`src/rtl/sweep_ctrl_pkg.sv`:
```
// rtl/sweep_ctrl_pkg.sv - shared state encoding and default widths for the sweep controller
//
// Purpose: holds the 3-bit FSM state type and the default parameter values used by
// sweep_ctrl and sweep_timer.
package sweep_ctrl_pkg;

    localparam int CNT_W_DEF       = 20;
    localparam int DWELL_W_DEF     = 24;
    localparam int IDX_W_DEF       = 16;
    localparam int DIV_RST_CYC_DEF = 2;
    localparam int SETTLE_CYC_DEF  = 4;

    typedef enum logic [2:0] {
        S_IDLE   = 3'd0,
        S_LOAD   = 3'd1,
        S_HOLD   = 3'd2,
        S_SETTLE = 3'd3,
        S_DWELL  = 3'd4,
        S_STEP   = 3'd5,
        S_DONE   = 3'd6
    } sweep_state_t;

endpackage

```
`src/rtl/sweep_timer.sv`:
```
// rtl/sweep_timer.sv - loadable down-counter with zero flag, shared by HOLD/SETTLE/DWELL
//
// Ports:
//   clk, rst_n  clock, asynchronous active-low reset
//   load        load count with load_val this cycle (wins over decrement)
//   load_val    value loaded; a state lasting N cycles loads N-1
//   count       current count; stops at zero
//   zero        count == 0, i.e. current cycle is the last of the timed state
module sweep_timer #(
    parameter int W = 24
) (
    input  logic         clk,
    input  logic         rst_n,
    input  logic         load,
    input  logic [W-1:0] load_val,
    output logic [W-1:0] count,
    output logic         zero
);

    always_ff @(posedge clk or negedge rst_n) begin
        if (!rst_n) begin
            count <= '0;
        end else if (load) begin
            count <= load_val;
        end else if (count != '0) begin
            count <= count - 1'b1;
        end
    end

    assign zero = (count == '0);

endmodule

```
`src/rtl/sweep_ctrl.sv`:
```
// rtl/sweep_ctrl.sv - steps the ADC clock divider counter through a frequency sweep
//
// Optional feature macro: SWEEP_CONT_EN (continuous sweep; when undefined cont is ignored).
//
// Ports:
//   clk, rst_n        clock, asynchronous active-low reset
//   start, abort      sweep request (IDLE only) / stop request (any non-IDLE state)
//   cfg_start/stop/step/dwell  sweep configuration, latched on an accepted start
//   cont              continuous mode request
//   counter           divide value to the divider (reset 1)
//   div_rst_n         divider reset, active low (reset 1)
//   busy              state != IDLE
//   point_stb         pulse on the last dwell cycle of each point
//   point_idx         0-based index of the current point, saturating
//   done              pulse when the sweep completes normally
//
// All outputs are registered: they are computed from the next state in the
// combinational process and captured on the same edge as the state register.
module sweep_ctrl
    import sweep_ctrl_pkg::*;
#(
    parameter int CNT_W       = CNT_W_DEF,
    parameter int DWELL_W     = DWELL_W_DEF,
    parameter int IDX_W       = IDX_W_DEF,
    parameter int DIV_RST_CYC = DIV_RST_CYC_DEF,
    parameter int SETTLE_CYC  = SETTLE_CYC_DEF
) (
    input  logic               clk,
    input  logic               rst_n,
    input  logic               start,
    input  logic               abort,
    input  logic [CNT_W-1:0]   cfg_start,
    input  logic [CNT_W-1:0]   cfg_stop,
    input  logic [CNT_W-1:0]   cfg_step,
    input  logic [DWELL_W-1:0] cfg_dwell,
    input  logic               cont,
    output logic [CNT_W-1:0]   counter,
    output logic               div_rst_n,
    output logic               busy,
    output logic               point_stb,
    output logic [IDX_W-1:0]   point_idx,
    output logic               done
);

    sweep_state_t state, state_n;

    logic [CNT_W-1:0]   cur, cur_n;
    logic [IDX_W-1:0]   idx_n;
    logic [CNT_W-1:0]   stop_sh, step_sh;
    logic [DWELL_W-1:0] dwell_sh;
    logic               single_sh;

    logic [CNT_W-1:0]   start_fix;
    logic [DWELL_W-1:0] dwell_fix;
    logic               single_fix;
    logic [CNT_W:0]     sum;
    logic               at_end;

    logic               tmr_load;
    logic [DWELL_W-1:0] tmr_val;
    logic [DWELL_W-1:0] tmr_cnt;
    logic               tmr_zero;

    logic [CNT_W-1:0]   counter_n;
    logic               stb_n;

`ifdef SWEEP_CONT_EN
    logic [CNT_W-1:0]   start_sh;
`else
    logic               unused_cont;
    assign unused_cont = cont;
`endif

    // Configuration fix-ups applied while latching the shadow registers.
    assign start_fix  = (cfg_start == '0) ? CNT_W'(1) : cfg_start;
    assign dwell_fix  = (cfg_dwell == '0) ? DWELL_W'(1) : cfg_dwell;
    assign single_fix = (cfg_stop < start_fix) || (cfg_step == '0);

    // One extra bit so a step past the top of the counter range shows up as a
    // carry instead of wrapping to a small value that would look in range.
    assign sum    = {1'b0, cur} + {1'b0, step_sh};
    assign at_end = single_sh || sum[CNT_W] || (sum[CNT_W-1:0] > stop_sh);

    sweep_timer #(.W(DWELL_W)) u_timer (
        .clk      (clk),
        .rst_n    (rst_n),
        .load     (tmr_load),
        .load_val (tmr_val),
        .count    (tmr_cnt),
        .zero     (tmr_zero)
    );

    always_comb begin
        state_n  = state;
        cur_n    = cur;
        idx_n    = point_idx;
        tmr_load = 1'b0;
        tmr_val  = '0;
        case (state)
            S_IDLE: begin
                if (start) begin
                    state_n = S_LOAD;
                    cur_n   = start_fix;
                    idx_n   = '0;
                end
            end
            S_LOAD: begin
                state_n  = S_HOLD;
                tmr_load = 1'b1;
                tmr_val  = DWELL_W'(DIV_RST_CYC - 1);
            end
            S_HOLD: begin
                if (tmr_zero) begin
                    state_n  = S_SETTLE;
                    tmr_load = 1'b1;
                    tmr_val  = DWELL_W'(SETTLE_CYC - 1);
                end
            end
            S_SETTLE: begin
                if (tmr_zero) begin
                    state_n  = S_DWELL;
                    tmr_load = 1'b1;
                    tmr_val  = dwell_sh - 1'b1;
                end
            end
            S_DWELL: begin
                if (tmr_zero) begin
                    state_n = S_STEP;
                end
            end
            S_STEP: begin
                if (at_end) begin
`ifdef SWEEP_CONT_EN
                    if (cont) begin
                        state_n = S_LOAD;
                        cur_n   = start_sh;
                        idx_n   = '0;
                    end else begin
                        state_n = S_DONE;
                    end
`else
                    state_n = S_DONE;
`endif
                end else begin
                    state_n = S_LOAD;
                    cur_n   = sum[CNT_W-1:0];
                    idx_n   = (&point_idx) ? point_idx : point_idx + 1'b1;
                end
            end
            S_DONE: begin
                state_n = S_IDLE;
            end
            default: begin
                state_n = S_IDLE;
            end
        endcase

        // Abort overrides every transition and freezes the sweep position.
        if (abort && (state != S_IDLE)) begin
            state_n  = S_IDLE;
            cur_n    = cur;
            idx_n    = point_idx;
            tmr_load = 1'b0;
        end

        counter_n = (state_n == S_LOAD) ? cur_n : counter;
        // Strobe lands on the cycle where DWELL is entered with a single-cycle
        // dwell, or where the running timer is about to reach zero.
        stb_n = (state_n == S_DWELL) &&
                (((state == S_SETTLE) && (dwell_sh == DWELL_W'(1))) ||
                 ((state == S_DWELL) && (tmr_cnt == DWELL_W'(1))));
    end

    always_ff @(posedge clk or negedge rst_n) begin
        if (!rst_n) begin
            state     <= S_IDLE;
            cur       <= CNT_W'(1);
            counter   <= CNT_W'(1);
            div_rst_n <= 1'b1;
            busy      <= 1'b0;
            point_stb <= 1'b0;
            point_idx <= '0;
            done      <= 1'b0;
        end else begin
            state     <= state_n;
            cur       <= cur_n;
            counter   <= counter_n;
            div_rst_n <= !((state_n == S_LOAD) || (state_n == S_HOLD));
            busy      <= (state_n != S_IDLE);
            point_stb <= stb_n;
            point_idx <= idx_n;
            done      <= (state_n == S_DONE);
        end
    end

    always_ff @(posedge clk or negedge rst_n) begin
        if (!rst_n) begin
            stop_sh   <= '0;
            step_sh   <= '0;
            dwell_sh  <= DWELL_W'(1);
            single_sh <= 1'b1;
`ifdef SWEEP_CONT_EN
            start_sh  <= CNT_W'(1);
`endif
        end else if ((state == S_IDLE) && start) begin
            stop_sh   <= cfg_stop;
            step_sh   <= cfg_step;
            dwell_sh  <= dwell_fix;
            single_sh <= single_fix;
`ifdef SWEEP_CONT_EN
            start_sh  <= start_fix;
`endif
        end
    end

endmodule

```
`config.mk`:
```
export PLATFORM = sky130hd
export DESIGN_NAME = sweep_ctrl
export DESIGN_NICKNAME = d
export VERILOG_FILES = /design/src/rtl/sweep_ctrl_pkg.sv /design/src/rtl/sweep_timer.sv /design/src/rtl/sweep_ctrl.sv
export SDC_FILE = /design/constraint.sdc
export NUM_CORES = 1
export LEC_CHECK = 0
export ABC_AREA = 1
export BUFFER_PORTS_ARGS = -buffer_cell sky130_fd_sc_hd__clkbuf_2
export CELL_PAD_IN_SITES_DETAIL_PLACEMENT = 0
export CELL_PAD_IN_SITES_GLOBAL_PLACEMENT = 1
export CORE_MARGIN = 2
export CORE_UTILIZATION = 43
export DETAILED_ROUTE_END_ITERATION = 7
export GPL_ROUTABILITY_DRIVEN = 0
export GPL_TIMING_DRIVEN = 0
export PLACE_DENSITY = 0.89
export SLEW_MARGIN = 20
export SYNTH_ARGS = -nofsm -noshare
export SYNTH_HDL_FRONTEND = slang
export SYNTH_HIERARCHICAL = 1
export SYNTH_SLANG_ARGS = --single-unit
```
`constraint.sdc`:
```
create_clock -name clk -period 4.1 [get_ports clk]
set_input_delay 0.82 -clock clk [delete_from_list [all_inputs] [get_ports clk]]
set_output_delay 0.82 -clock clk [all_outputs]
set_load 0.005 [all_outputs]
```
Yosys cells after proc, flatten, opt, wreduce, memory -nomap -nowiden --
Index checks and enable logic that the tools add are counted.
Operators by class: add/subtract/negate cells 4, $lt $le $gt $ge 2, equality and inequality tests 14, multiplexer cells 25, bitwise gates (word level) 1, reduce and logical (&&, ||, !) cells 24
Operators with widths (number):
- $mux W24 | 4
- $mux W20 | 4
- $pmux W24 S3 | 1
- $eq A24 B1 Y1 const B | 2
- $logic_not A24 Y1 | 2
- $mux W16 | 3
- $sub A24 B1 Y24 const B | 2
- $logic_not A20 Y1 | 2
- $pmux W20 S2 | 1
- $pmux W16 S2 | 1
- $reduce_bool A24 Y1 | 1
- $add A20 B20 Y21 | 1
- $gt A20 B20 Y1 | 1
- $lt A20 B20 Y1 | 1
- $mux W3 | 6
- $pmux W3 S6 | 1
- $add A16 B1 Y16 const B | 1
- $reduce_and A16 Y1 | 1
- $eq A3 B3 Y1 const B | 4
- $eq A3 B2 Y1 const B | 3
- $eq A3 B1 Y1 const B | 2
- $ne A2 B2 Y1 const B | 3
- $reduce_bool A3 Y1 | 2
- $logic_and A1 B1 Y1 | 5
- other kinds (10) | 16
Storage, ports and cells: register bits 152, input port bits 89, output and inout bits 40, logic and storage cells 83

Logic depth before layout (Yosys ltp) --
depth in word-level cells 9, mapped depth 29, gate-level depth less buffers 28

Modules after synthesis --
The synthesis kept the hierarchy.
By module, submodules not included:
- sweep_ctrl | instances 1, cells an instance 1221, area each 8797.2 um2, sequential area each 3209.3 um2
- sweep_timer | instances 1, cells an instance 254, area each 1654.1 um2, sequential area each 600.6 um2

Least setup slack after synthesis --
Ideal clock, no wire load.
kind register to register, start point register cur[0], end point register counter[17], library setup time 0.118 ns, arrival time 3.315 ns, required time 3.982 ns, path slack 0.667 ns, cell stages (with the launch flop) 28, path buffers 1, clock period less this slack 3.433 ns, cell sequence dfstp_2 -> ha_1 -> inv_1 -> fa_1 -> inv_1 -> nand3_1 -> nand3_1 -> nand2_1 -> nand2_1 -> nand2_1 -> nand2_1 -> xnor2_1 -> inv_1 -> ha_1 -> nand2_1 -> nor2_1 -> nand2_1 -> nor2_1 -> nand4_1 -> nand2_1 -> nand2_2 -> nand2_4 -> nand2_4 -> nor2_8 -> inv_2 -> buf_6 -> nand2_1 -> nand2_1
On the way: cells in the longest elaborated chain, start to end 7, elaborated cells on any way between the ends 11, those cells by class add/sub: 1; order compare: 1; eq/ne: 1; mux: 6; reduce/logical: 2
Ends and longest elaborated chain:
- start: declaration | line sweep_ctrl.sv:47 | logic [CNT_W-1:0] cur, cur_n;
- start signal: assignment | line sweep_ctrl.sv:186 | cur <= cur_n;
- $add A20 B20 Y21 * | line sweep_ctrl.sv:81 | assign sum = {1'b0, cur} + {1'b0, step_sh};
- $gt A20 B20 Y1 or $logic_or A1 B1 Y1 (tied branches) | line sweep_ctrl.sv:82 | assign at_end = single_sh || sum[CNT_W] || (sum[CNT_W-1:0] > stop_sh);
- $logic_or A1 B1 Y1 | line sweep_ctrl.sv:82
- $mux W3 | line sweep_ctrl.sv:132 | if (at_end) begin
- $pmux W3 S6 | line sweep_ctrl.sv:99 | case (state)
- $mux W3 | line sweep_ctrl.sv:159 | if (abort && (state != S_IDLE)) begin
- $eq A3 B1 Y1 | line sweep_ctrl.sv:166 | counter_n = (state_n == S_LOAD) ? cur_n : counter;
- end signal: assignment | line sweep_ctrl.sv:187 | counter <= counter_n;
- end: declaration | line sweep_ctrl.sv:37 | output logic [CNT_W-1:0] counter,
Mark *: on every way between the ends. The rest lies on a longest branch, timed or not. A chain may end at the register's enable or synchronous reset.

Worst setup path after layout --
start point register cur[0], end point register counter[2]
The elaborated chain is that of the path after synthesis.

==> run_results.csv <==
group,metric,value,unit
outcome,status,"complete, no violations",
grt,grt_max_degree,79,
critical_path,cp_slowest_cell,"dfstp_2",
timing,finalHoldViolations,0,
die,ios,129,
synthesis,yosys_register_bits,152,
cts,numCtsBuffers,17,
critical_path,start_kind,"register",
critical_path,endpoint_kind,"register",
critical_path,criticalPathCategory,"reg2reg",
cts,clk_latency,0.44,ns
placed_design,dpl_cell_area,11530,um^2
drt,drtIter0Drc,664,
cells_and_area,drive_gt1_share,15.20,%
grt,grt.total_usage,24.44,%
critical_path,crit_buf_inv,5,
grt,antenna_found_initial,0,
drt,drt-wirelength-per-cell,15.72,um
grt,grt_first_pass_wirelength,49370,um
synthesis,yosys_warnings,6,
cts,cts_htree_levels,4,
die,core_area,24110,um^2
cells_and_area,n_antenna_cell,0,
synthesis,synthTopCellsByCount,"nand2_1 (475), inv_1 (179), dfrtp_1 (147)",
power,p_seq_share,26.4,%
synthesis,synth_flop_cell,"dfrtp_1",
power,ir_drop,0.3990,mV
drt,ant_nets,0,
synthesis,syn_area,10450,um^2
synthesis,synth-async-reset-ratio,100.0,%
critical_path,worstPathRequired,4.42,ns
drt,via_per_inst,5.101,
timing,fin_ws,0.2290,ns
die,rows,57,
cells_and_area,final_net_count,1779,
grt,gr-total-overflow,0,
critical_path,cpLargestDelayFamily,"simple AND/OR/NAND/NOR gates",
synthesis,yosysMostFrequentCell,"nand2_1",
synthesis,syn_nets,1629,
synthesis,ys_types,50,
synthesis,yosysSeqAreaShare,36.45,%
cells_and_area,area_growth,16.84,%
synthesis,synth_edf_count,0,
critical_path,crit_fanout,10,
critical_path,timing.rr.start,"cur[0]$_DFF_PN1_",
drt,vias,10008,
timing,fin_setup_tns,0,ns
placed_design,port_buffers,127,
power,p_comb_share,58.1,%
timing,final-setup-viol-count,0,
die,initial_core_util,43.36,%
critical_path,crit_path_max_incr_delay,0.54,ns
power,clock_power_share,15.5,%
power,power_switching,5.007,mW
synthesis,yosysTopAreaCellShare,35.20,%
timing,worstMarginPinSlew,0.8831,ns
cts,cts_buffer_depth,2,
die,dieArea,25570,um^2
drt,totalWireLength,30840,um
cells_and_area,final_area,12210,um^2
power,pwr_density_cell,832.7,nW/um^2
critical_path,reg2reg_slack,0.23,ns
drt,first_pass_iters,5,
timing,finalCritPeriodShare,94.41,%
grt,grt_pass1_vias,9531,
placed_design,pre_cts_slack,-0.1570,ns
placed_design,place.detailed.hpwl,24190,um
timing,whs,0.4026,ns
power,swShare,49.24,%
synthesis,syn_inst,1475,
critical_path,worstPathArrival,4.19,ns
cells_and_area,fillCellCount,2480,
critical_path,reg2reg_depth,28,
synthesis,synth_top_cell_by_area,"dfrtp_1",
placed_design,placed_cells,1927,
timing,slew_violations,0,
critical_path,r2r-end,"counter[2]$_DFFE_PN0N_",
synthesis,avgSynthCellArea,7.086,um^2
cts,cts.root.buffer_cell,"clkbuf_16",
timing,fin_crit,3.871,ns
timing,fmax,0.2583,GHz
cts,cts_tree,"built",
cells_and_area,fin_cells,1962,
cts,clkTransAtPathRegs,0.07,ns
flow_run,maxCapViolations,0,
timing,relSlewSlack,40.59,%
cts,clock_sinks,152,
timing,fin_skew,0.01167,ns
power,cellInternalPower,5.161,mW
drt,drc,0,
power,leakagePower,6.437,nW
die,dieHeight,159.9,um
critical_path,cpMostUsedCell,"nand2_1",
die,die_w,159.9,um
min_path,hold_path_class,"in2async",
synthesis,synthTopCellsByArea,"dfrtp_1 (35%), nand2_1 (17%), ha_1 (7.7%)",
[registers in the layout, summed over array words and instances, names as in the netlist, 3 cells and up]
| name | count |
|---|---|
| state | 3 |
| stop_sh | 20 |
| point_idx | 16 |
| step_sh | 20 |
| dwell_sh | 24 |
| cur | 20 |
| counter | 20 |
| u_timer/count | 24 |
[worst reg2reg max path: cells and delay by family, from the launching register on]
family / cells / cell delay [ns]
and+or+nand+nor: 20 / 1.96
adders and majority gates: 3 / 0.78
DFF: 1 / 0.54
buffers and inverters: 5 / 0.47
[placed cells by master, fill, tap and decap left out, types with 12 or more instances in the layout]
cell type,synthesis,layout
nor3_1,12,12
o21ai_0,100,99
clkbuf_1,16,17
or2_2,16,16
clkbuf_2,0,126
a21oi_1,54,53
nor2_1,145,140
clkbuf_16,0,17
nand3_1,64,62
nand2_1,475,471
nand4_1,32,32
ha_1,64,63
dfrtp_1,147,147
nor4_1,18,18
inv_1,179,178
xor2_1,27,27
[logic make-up (layout without fill, tap and decap cells)]
group                      Yosys count  in the layout  synth area share (%)
and+or+nand+nor                    796            796                 32.68
buffers and inverters              219            382                 8.476
AOI/OAI and AO/OA                  205            205                 11.35
DFF                                152            152                 36.45
adders and majority gates           65             65                 7.853
xor gates and xnor gates            38             38                 3.184
[per-layer routing]
metal | part of all wire (%) | global-route usage, %
met5 | 0 | 0
met4 | 2.4 | 7.658
met2 | 48 | 41.26
met3 | 4.3 | 4.026
met1 | 45 | 32.21
[power groups by stage]
stage                     Clock (mW)  Combinational [mW]  Sequential [mW]
final                           1.58                5.91             2.68
after global routing            1.68                6.74             2.76
after CTS                       1.61                5.76             2.67
after detailed placement           0                5.65             2.69
after global placement             0                5.53             2.67
after floorplan                    0                4.20             2.54
[timing repair]
action                     in CTS  in global routing
buffers inserted                2                  1
hold buffers                    0                  0
pin swaps                       1                  5
resized for setup               5                 16
setup endpoints to repair      31                 54
[cell type report]
type                       instances  area [um^2]  area share, %
timing repair buffer             131        694.4          5.686
tap                              324        405.4          3.320
sequential                       152         3810          31.20
clock inverter                    13        137.6          1.127
clock buffer                      19        442.9          3.627
inverter                         186        700.7          5.738
buffer                            33        185.2          1.516
multi-input combinational       1104         5836          47.79
[worst max path at each step]
stage	endpoint	depth (start not counted)	slack (ns)	from
2_1_floorplan	counter[17]$_DFFE_PN0N_	27	0.67	cur[0]$_DFF_PN1_
3_3_place_gp	stop_sh[1]$_DFFE_PN0P_	1	-0.57	rst_n
3_5_place_dp	counter[5]$_DFFE_PN0N_	28	-0.16	cur[0]$_DFF_PN1_
4_1_cts	counter[5]$_DFFE_PN0N_	28	0.02	cur[0]$_DFF_PN1_
5_1_grt	counter[2]$_DFFE_PN0N_	28	-0.007	cur[0]$_DFF_PN1_
6_report	counter[2]$_DFFE_PN0N_	28	0.23	cur[0]$_DFF_PN1_
[stage by stage]
stage	power, mW	utilization [%]
2_1_floorplan	6.745	-
4_1_cts	10.04	50.37
3_3_place_gp	8.201	47.67
3_5_place_dp	8.340	47.83
6_report	10.17	50.66
5_1_grt	11.18	50.66
Power figures use the tool's default switching activity.
